===== config.mk =====
export PLATFORM = sky130hd
export DESIGN_NAME = regfile_wr_arbiter
export DESIGN_NICKNAME = d
export VERILOG_FILES = /design/src/rtl/regfile_wr_arbiter.sv
export SDC_FILE = /design/constraint.sdc
export NUM_CORES = 1
export LEC_CHECK = 0
export CAP_MARGIN = 15
export CORE_UTILIZATION = 40
export CTS_CLUSTER_DIAMETER = 60
export DETAILED_ROUTE_END_ITERATION = 10
export GPL_TIMING_DRIVEN = 1
export PLACE_DENSITY_LB_ADDON = 0.1
export SYNTH_ARGS = -nofsm -noshare
export SYNTH_HDL_FRONTEND = slang
export SYNTH_SLANG_ARGS = --single-unit

===== constraint.sdc =====
create_clock -name Clk -period 1.8 [get_ports Clk]
set_clock_uncertainty 0.2 [all_clocks]
set_input_delay 0.36 -clock Clk [delete_from_list [all_inputs] [get_ports Clk]]
set_output_delay 0.36 -clock Clk [all_outputs]
set_load 0.02 [all_outputs]

===== src/rtl/regfile_wr_arbiter.sv =====
// Single write port sequencer for the LC-3 register file: round-robin between two requesters plus a bulk-init walk.
// Ready is combinational; accepted writes appear on the registered LD_REG/DR_out/Data_out one cycle later.
module regfile_wr_arbiter #(
   parameter  int DATA_W = 16,
   parameter  int NREG   = 8,
   localparam int AW     = $clog2(NREG)
) (
   input  logic              Clk,
   input  logic              Reset,
   input  logic              req0_valid,
   input  logic [AW-1:0]     req0_addr,
   input  logic [DATA_W-1:0] req0_data,
   output logic              req0_ready,
   input  logic              req1_valid,
   input  logic [AW-1:0]     req1_addr,
   input  logic [DATA_W-1:0] req1_data,
   output logic              req1_ready,
   input  logic              init_start,
   input  logic [DATA_W-1:0] init_data,
   output logic              init_busy,
   output logic              init_done,
   output logic              LD_REG,
   output logic [AW-1:0]     DR_out,
   output logic [DATA_W-1:0] Data_out,
   output logic              last_grant
);

   typedef enum logic {IDLE = 1'b0, INIT = 1'b1} state_t;

   localparam logic [AW-1:0] LAST_REG = AW'(NREG - 1);

   state_t              state_q, state_d;
   logic [AW-1:0]       cnt_q, cnt_d;
   logic [DATA_W-1:0]   ival_q, ival_d;
   logic                ld_q, ld_d;
   logic [AW-1:0]       dr_q, dr_d;
   logic [DATA_W-1:0]   data_q, data_d;
   logic                done_q, done_d;
   logic                lg_q, lg_d;

   always_ff @(posedge Clk or posedge Reset) begin
      if (Reset) begin
         state_q <= IDLE;
         cnt_q   <= '0;
         ival_q  <= '0;
         ld_q    <= 1'b0;
         dr_q    <= '0;
         data_q  <= '0;
         done_q  <= 1'b0;
         lg_q    <= 1'b1;
      end else begin
         state_q <= state_d;
         cnt_q   <= cnt_d;
         ival_q  <= ival_d;
         ld_q    <= ld_d;
         dr_q    <= dr_d;
         data_q  <= data_d;
         done_q  <= done_d;
         lg_q    <= lg_d;
      end
   end

   always_comb begin
      state_d    = state_q;
      cnt_d      = cnt_q;
      ival_d     = ival_q;
      ld_d       = 1'b0;
      dr_d       = dr_q;
      data_d     = data_q;
      done_d     = 1'b0;
      lg_d       = lg_q;
      req0_ready = 1'b0;
      req1_ready = 1'b0;
      case (state_q)
         IDLE: begin
            if (init_start) begin
               // R0 is issued on the accepting edge so the eight writes line up with the busy window
               state_d = INIT;
               ival_d  = init_data;
               ld_d    = 1'b1;
               dr_d    = '0;
               data_d  = init_data;
               cnt_d   = AW'(1);
            end else begin
               req0_ready = req0_valid & (~req1_valid | lg_q);
               req1_ready = req1_valid & (~req0_valid | ~lg_q);
               if (req0_ready) begin
                  ld_d   = 1'b1;
                  dr_d   = req0_addr;
                  data_d = req0_data;
                  lg_d   = 1'b0;
               end else if (req1_ready) begin
                  ld_d   = 1'b1;
                  dr_d   = req1_addr;
                  data_d = req1_data;
                  lg_d   = 1'b1;
               end
            end
         end
         INIT: begin
            // counter back at zero means R7 is already on the outputs: hold INIT one last cycle
            if (cnt_q != '0) begin
               ld_d   = 1'b1;
               dr_d   = cnt_q;
               data_d = ival_q;
               done_d = (cnt_q == LAST_REG);
               cnt_d  = (cnt_q == LAST_REG) ? '0 : cnt_q + AW'(1);
            end else begin
               state_d = IDLE;
            end
         end
         default: state_d = IDLE;
      endcase
   end

   assign init_busy  = (state_q == INIT);
   assign init_done  = done_q;
   assign LD_REG     = ld_q;
   assign DR_out     = dr_q;
   assign Data_out   = data_q;
   assign last_grant = lg_q;

endmodule


==> out/metrics.csv, run 1 <==
metric,value,unit
largest net degree at the start of global routing,43,
Max Clk Rate,525.8,MHz
nets@finish,363,
Clock transition at path regs,0.08,ns
Tightest Pin Transition,0.4223,ns
Die Wd,77.91,um
synthesis-to-layout area growth,58.69,%
Final ANT Viol Nets,0,
critical path class,reg -> reg,
failing checks,negative setup slack,
"Max stage delay cell, worst path",or4_4,
Setup WS post-layout,-0.1020,ns
Sink Count,42,
Switch Pwr,0.002272,W
Ports,84,
worst-path fanout max,7,
Mapped Cells,210,
Crit path required time,1.76,ns
status,"finished, violations left",
vias per std cell,5.952,
Die Y,77.91,um
drt drc,0,
worst IR drop on VDD,0.0007594,V
Leak,1.369,nW
syn avg cell area,10.97,um2
htree depth,2,
die area,6069,um2
startpoint class of the critical path,register,
total power,0.005499,W
"Slew Viols, Final",0,
GPL Wtd Cong,0.7353,
Rel. slew slack,71.84,%
DP Cell Count,362,
DP Area,3307,um2
core area,5540,um2
Syn. warnings,0,
CP endpoint kind,register,
WL/cell,18.79,um
synth top area cells,"dfrtp_1, mux2_2, a41oi_2",
Detailed Route WL,7.008,mm
period utilisation layout,105.7,%
RSZ-0062 raised after global routing,yes,
register share of total power,32.6,%
PwrDens,1504,nW/um2
vias,2220,
"Seq/Total Area, Yosys",45.66,%
number of synthesized register bits,42,
Final min period,1.902,ns
n_diodes,0,
final setup violation count,20,
clock buffer depth,2,
row count,27,
1st-pass router iterations,4,
Pint,0.003227,W
Iter 0 DRT Violations,161,
area taken by multi-input logic gates,1358,um2
switching share of total power,41.32,%
"non-filler cells, final",373,
crit path cell chain,buf_6 > or4_4 > buf_8 > a21oi_2 > a41oi_2,
slowest cell delay on critical path,0.59,ns
residual overflow from global routing,0,
Final Hold Vio Count,0,
clock share of power,10.5,%
DP HPWL,4.432,mm
final instance area,3657,um2
combinational share of power,56.8,%
Initial Utilization,41.60,%
first-pass GRT wire length,11.36,mm
share of the synthesized area in the top cell type,44.52,%
Cell variety after synth,30,
vias in the first global route,2233,
Post-Syn Nets,272,
layout cell share with drive strength beyond 1,32.23,%
Seq. cell area,1054,um2
Post-Syn Area,2305,um2
Critical Path AT,1.86,ns
GRT Resource Usage Total,24.33,%
initial antenna violation count,0,
number of CTS-inserted buffers,5,
clk_lat worst skew,0.29,ns
Max-Cap Viols,0,
clock root cell,clkbuf_8,
Hold Crit Class,in -> async,
Yosys top cell by area,dfrtp_1,
CTS tree,yes,
# port buffers,83,
fill count,479,
## path summary, 6_finish.rpt
check,start,endpoint,slack [ns],cells after the start
max in group asynchronous,Reset,last_grant$_DFFE_PP1P_,0.82,3
max,init_busy$_DFF_PP0_,Data_out[2]$_DFFE_PP0P_,-0.10,5
min in group Clk,ival_q[4]$_DFFE_PP0P_,ival_q[4]$_DFFE_PP0P_,0.31,1
min,Reset,Data_out[2]$_DFFE_PP0P_,0.11,2
min reg2reg,ival_q[4]$_DFFE_PP0P_,ival_q[4]$_DFFE_PP0P_,0.31,1
max reg2reg,init_busy$_DFF_PP0_,Data_out[2]$_DFFE_PP0P_,-0.10,5
## cells in the final DEF, fill, tap and decap left out, drive strengths merged, types with 4 or more instances in the layout
cell           netlist  final
a41oi               18     18
nand2b               4      4
clkdlybuf4s50        0     55
a22oi               16     16
mux2                16     16
dlygate4sd2          0     24
o211ai              19     19
buf                 12     27
clkbuf              13      7
dfrtp               41     41
a21oi               21     21
nand4               19     19
## synthesized netlist by cell type
cell      count
nand2b_1      4
inv_1         3
a22oi_1      16
nand2_1       3
or4_4         1
ha_1          3
and3_1        2
a41oi_2       9
a31o_2        1
nor2_1        3
a31oi_1       2
dfrtp_1      41
buf_6         4
clkbuf_1     13
o211ai_1     19
a41oi_1       9
nand4_1      19
o22ai_1       2
a21oi_1      21
and2_4        1
clkinv_1      1
mux2_2       16
buf_2         7
nand3b_1      1
nor3_1        1
nor2b_1       3
mux2i_1       2
a32o_1        1
buf_1         1
dfstp_2       1
## through the flow
step                setup WS [ns]  hold WS (ns)  util [%]  setup TNS [ns]
floorplan                -0.01420        0.2811         -         -0.1220
global placement          -0.5439        0.2905     59.69          -14.71
detailed placement        -0.5698        0.2963     59.69          -15.24
CTS                      -0.08305        0.1107     64.68          -1.195
global route              -0.1456        0.1431     66.01          -2.209
finish                    -0.1020        0.1122     66.01          -1.484
## logic make-up after synthesis
| kind of cell | after synthesis | synth area share (%) |
|---|---|---|
| compound gates | 80 | 27.63 |
| buf+inv | 29 | 6.406 |
| flops | 42 | 45.66 |
| fa+ha+maj | 3 | 1.629 |
| simple gates | 38 | 9.989 |
| mux | 18 | 8.686 |
## flip-flops by register name, summed over array words and instances, names as in the netlist
name	count
LD_REG	1
last_grant	1
DR_out	3
Data_out	16
init_done	1
init_busy	1
ival_q	16
cnt_q	3
## timing repair
action / in CTS / in global routing
buffers inserted: 0 / 0
endpoints found under the setup margin: 57 / 24
hold buffers: 0 / 0
gates resized for setup: 78 / 17
pin swaps: 21 / 7
cloned: 4 / 0
## metal layers
layer | routed length [um] | track usage, % | vias up
met5 | 0 | 0 | -
met4 | 48 | 6.481 | 0
met3 | 484 | 5.176 | 4
met2 | 3342 | 38.85 | 89
met1 | 3132 | 33.48 | 1109
li1 | - | - | 1018
## area by class of cell
cell class / count / share of cell area, %
inverters: 4 / 0.4105
flip-flops and latches: 42 / 28.81
repair buffers: 107 / 29.11
clock buffers: 7 / 2.087
multi-input cells: 141 / 37.12
well taps: 72 / 2.463
## critical path, delay by kind of cell, from the launching register on
kind / cells / cell delay, ns
DFF: 1 / 0.46
AOI/OAI and AO/OA: 2 / 0.19
buffers and inverters: 2 / 0.33
and+or+nand+nor: 1 / 0.59
## power by group through the flow
stage,logic [W],registers [W],clock network (W)
floorplan,0.00154,0.00200,0
global placement,0.00284,0.00172,0
detailed placement,0.00289,0.00172,0
CTS,0.00304,0.00177,0.000590
global route,0.00337,0.00186,0.000633
finish,0.00312,0.00179,0.000579
Note: power is estimated with default switching activity, not from simulation.
==> run 2: changes to the inputs <==
CORE_UTILIZATION = 45   (was 40)
clock period = 1.97 ns   (was 1.8 ns; I/O delays follow)
==> run 2 against run 1 <==
Effect of this change: the flow now finishes without violations; routed wire length is 3.3% lower; die area fell by 11%; clock-buffer cell count is the same; combinational power shrank 12%; sequential power fell by 11%; first-iteration DRC count is 24% lower; sequential cell count stayed put; critical endpoint is now Data_out[9]; final cell count unchanged; design area decreased by 3.6%; sequential share of layout area is 1.0 points higher; critical path type is now reg -> out; highest routed layer unchanged.
==> out/metrics.csv, run 2 (synthesized netlist as in run 1, its figures left out) <==
metric,value,unit
Final ANT Viol Nets,0,
core area,4817,um2
RR Startpoint,init_busy$_DFF_PP0_,
Iter 0 DRT Violations,123,
"Core Util, Final",73.22,%
reg2reg path depth,5,
worst hold slack,0.1463,ns
"Max stage delay cell, worst path",clkdlybuf4s50_1,
PwrDens,1429,nW/um2
status,"finished, final reports clean",
Die Wd,73.57,um
final setup violation count,0,
n_diodes,0,
Detailed Route WL,6.776,mm
Max-Cap Viols,0,
Final min period,1.899,ns
first-pass GRT wire length,11.09,mm
worst IR drop on VDD,0.001023,V
drt drc,0,
CP endpoint kind,output pin,
Ports,84,
1st-pass router iterations,4,
Hold Crit Class,in -> async,
crit path cell chain,clkdlybuf4s50_1,
vias,2211,
hold-fix buffers at CTS,0,
r2r endpoint,ival_q[1]$_DFFE_PP0P_,
Max Clk Rate,526.5,MHz
Sink Count,42,
row count,25,
critical path class,reg -> out,
most frequent cells in the layout,"clkdlybuf4s50_1, dfrtp_1, buf_4",
vias in the first global route,2339,
clock root cell,clkbuf_8,
synthesis-to-layout area growth,53.04,%
area taken by multi-input logic gates,1166,um2
GRT Resource Usage Total,27.25,%
Final Hold Vio Count,0,
clock buffer depth,2,
clk_lat worst skew,0.29,ns
Leak,1.361,nW
Initial Utilization,47.84,%
CTS tree,yes,
GPL Wtd Cong,0.8257,
"most common cell after layout, fill and taps aside",clkdlybuf4s50_1,
R2R setup slack,0.08,ns
Die Y,73.57,um
fill count,372,
period utilisation layout,96.40,%
initial antenna violation count,0,
worst-path fanout max,2,
Clock transition at path regs,0.09,ns
Seq. cell area,1052,um2
Tightest Pin Transition,0.2768,ns
WL/cell,18.17,um
die area,5412,um2
RSZ-0062 raised after global routing,no,
vias per std cell,5.928,
"Slew Viols, Final",0,
startpoint class of the critical path,register,
slowest cell delay on critical path,0.61,ns
layout cell share with drive strength beyond 1,25.49,%
CP bufs+invs,1,
# port buffers,83,
Rel. slew slack,81.52,%
Critical Path AT,1.31,ns
residual overflow from global routing,0,
crit-path leading delay family,buffers and inverters,
number of CTS-inserted buffers,5,
DP HPWL,4.727,mm
nets@finish,367,
htree depth,2,
total power,0.005040,W
Crit path required time,1.38,ns
largest net degree at the start of global routing,27,
[run 2: layout make-up]
cell class / count / share of cell area, %
multi-input cells: 141 / 33.06
inverters: 4 / 0.4257
flip-flops and latches: 42 / 29.83
well taps: 67 / 2.377
repair buffers: 111 / 31.00
clock buffers: 7 / 2.448
clock inverters: 1 / 0.8514
[run 2: power breakdown]
| part | internal [W] | total [W] | switching [W] | leakage, nW |
|---|---|---|---|---|
| combinational | 0.00140 | 0.00274 | 0.00134 | 0.809 |
| clock | 0.000413 | 0.000707 | 0.000294 | 0.0585 |
| sequential | 0.00132 | 0.00160 | 0.000282 | 0.494 |
| total | 0.00313 | 0.00504 | 0.00191 | 1.36 |
[run 2: layer usage]
metal / GRT usage (%) / up-vias / routed length, um
met4: 11.97 / 0 / 80
met5: 0 / - / 0
met3: 4.115 / 9 / 489
met1: 34.94 / 1070 / 2959
met2: 45.57 / 103 / 3246
li1: - / 1029 / -
[run 2: timing repair]
item	CTS	global route
hold endpoints to repair	0	0
gates resized for setup	16	13
pin swaps	1	2
gates cloned	2	1
buffers inserted	0	1
setup endpoints to repair	16	11
[run 2: worst max path at each step]
stage | slack (ns) | endpoint | depth (start not counted) | from
after floorplan | 0.002 | req1_ready | 5 | init_busy$_DFF_PP0_
after global routing | 0.01 | ival_q[0]$_DFFE_PP0P_ | 5 | init_busy$_DFF_PP0_
after CTS | 0.02 | Data_out[3]$_DFFE_PP0P_ | 4 | init_busy$_DFF_PP0_
after global placement | -0.38 | req1_ready | 5 | init_start
final | 0.07 | Data_out[9] | 1 | Data_out[9]$_DFFE_PP0P_
after detailed placement | -0.40 | req1_ready | 5 | init_start
[run 2: through the flow]
stage	std cells	setup slack [ns]	cell area, um2	TNS, ns
2_1_floorplan	210	0.002247	2312	0
3_3_place_gp	361	-0.3807	3316	-8.670
3_5_place_dp	361	-0.4035	3316	-9.433
4_1_cts	371	0.02198	3457	0
5_1_grt	373	0.01101	3527	0
6_report	373	0.07082	3527	0
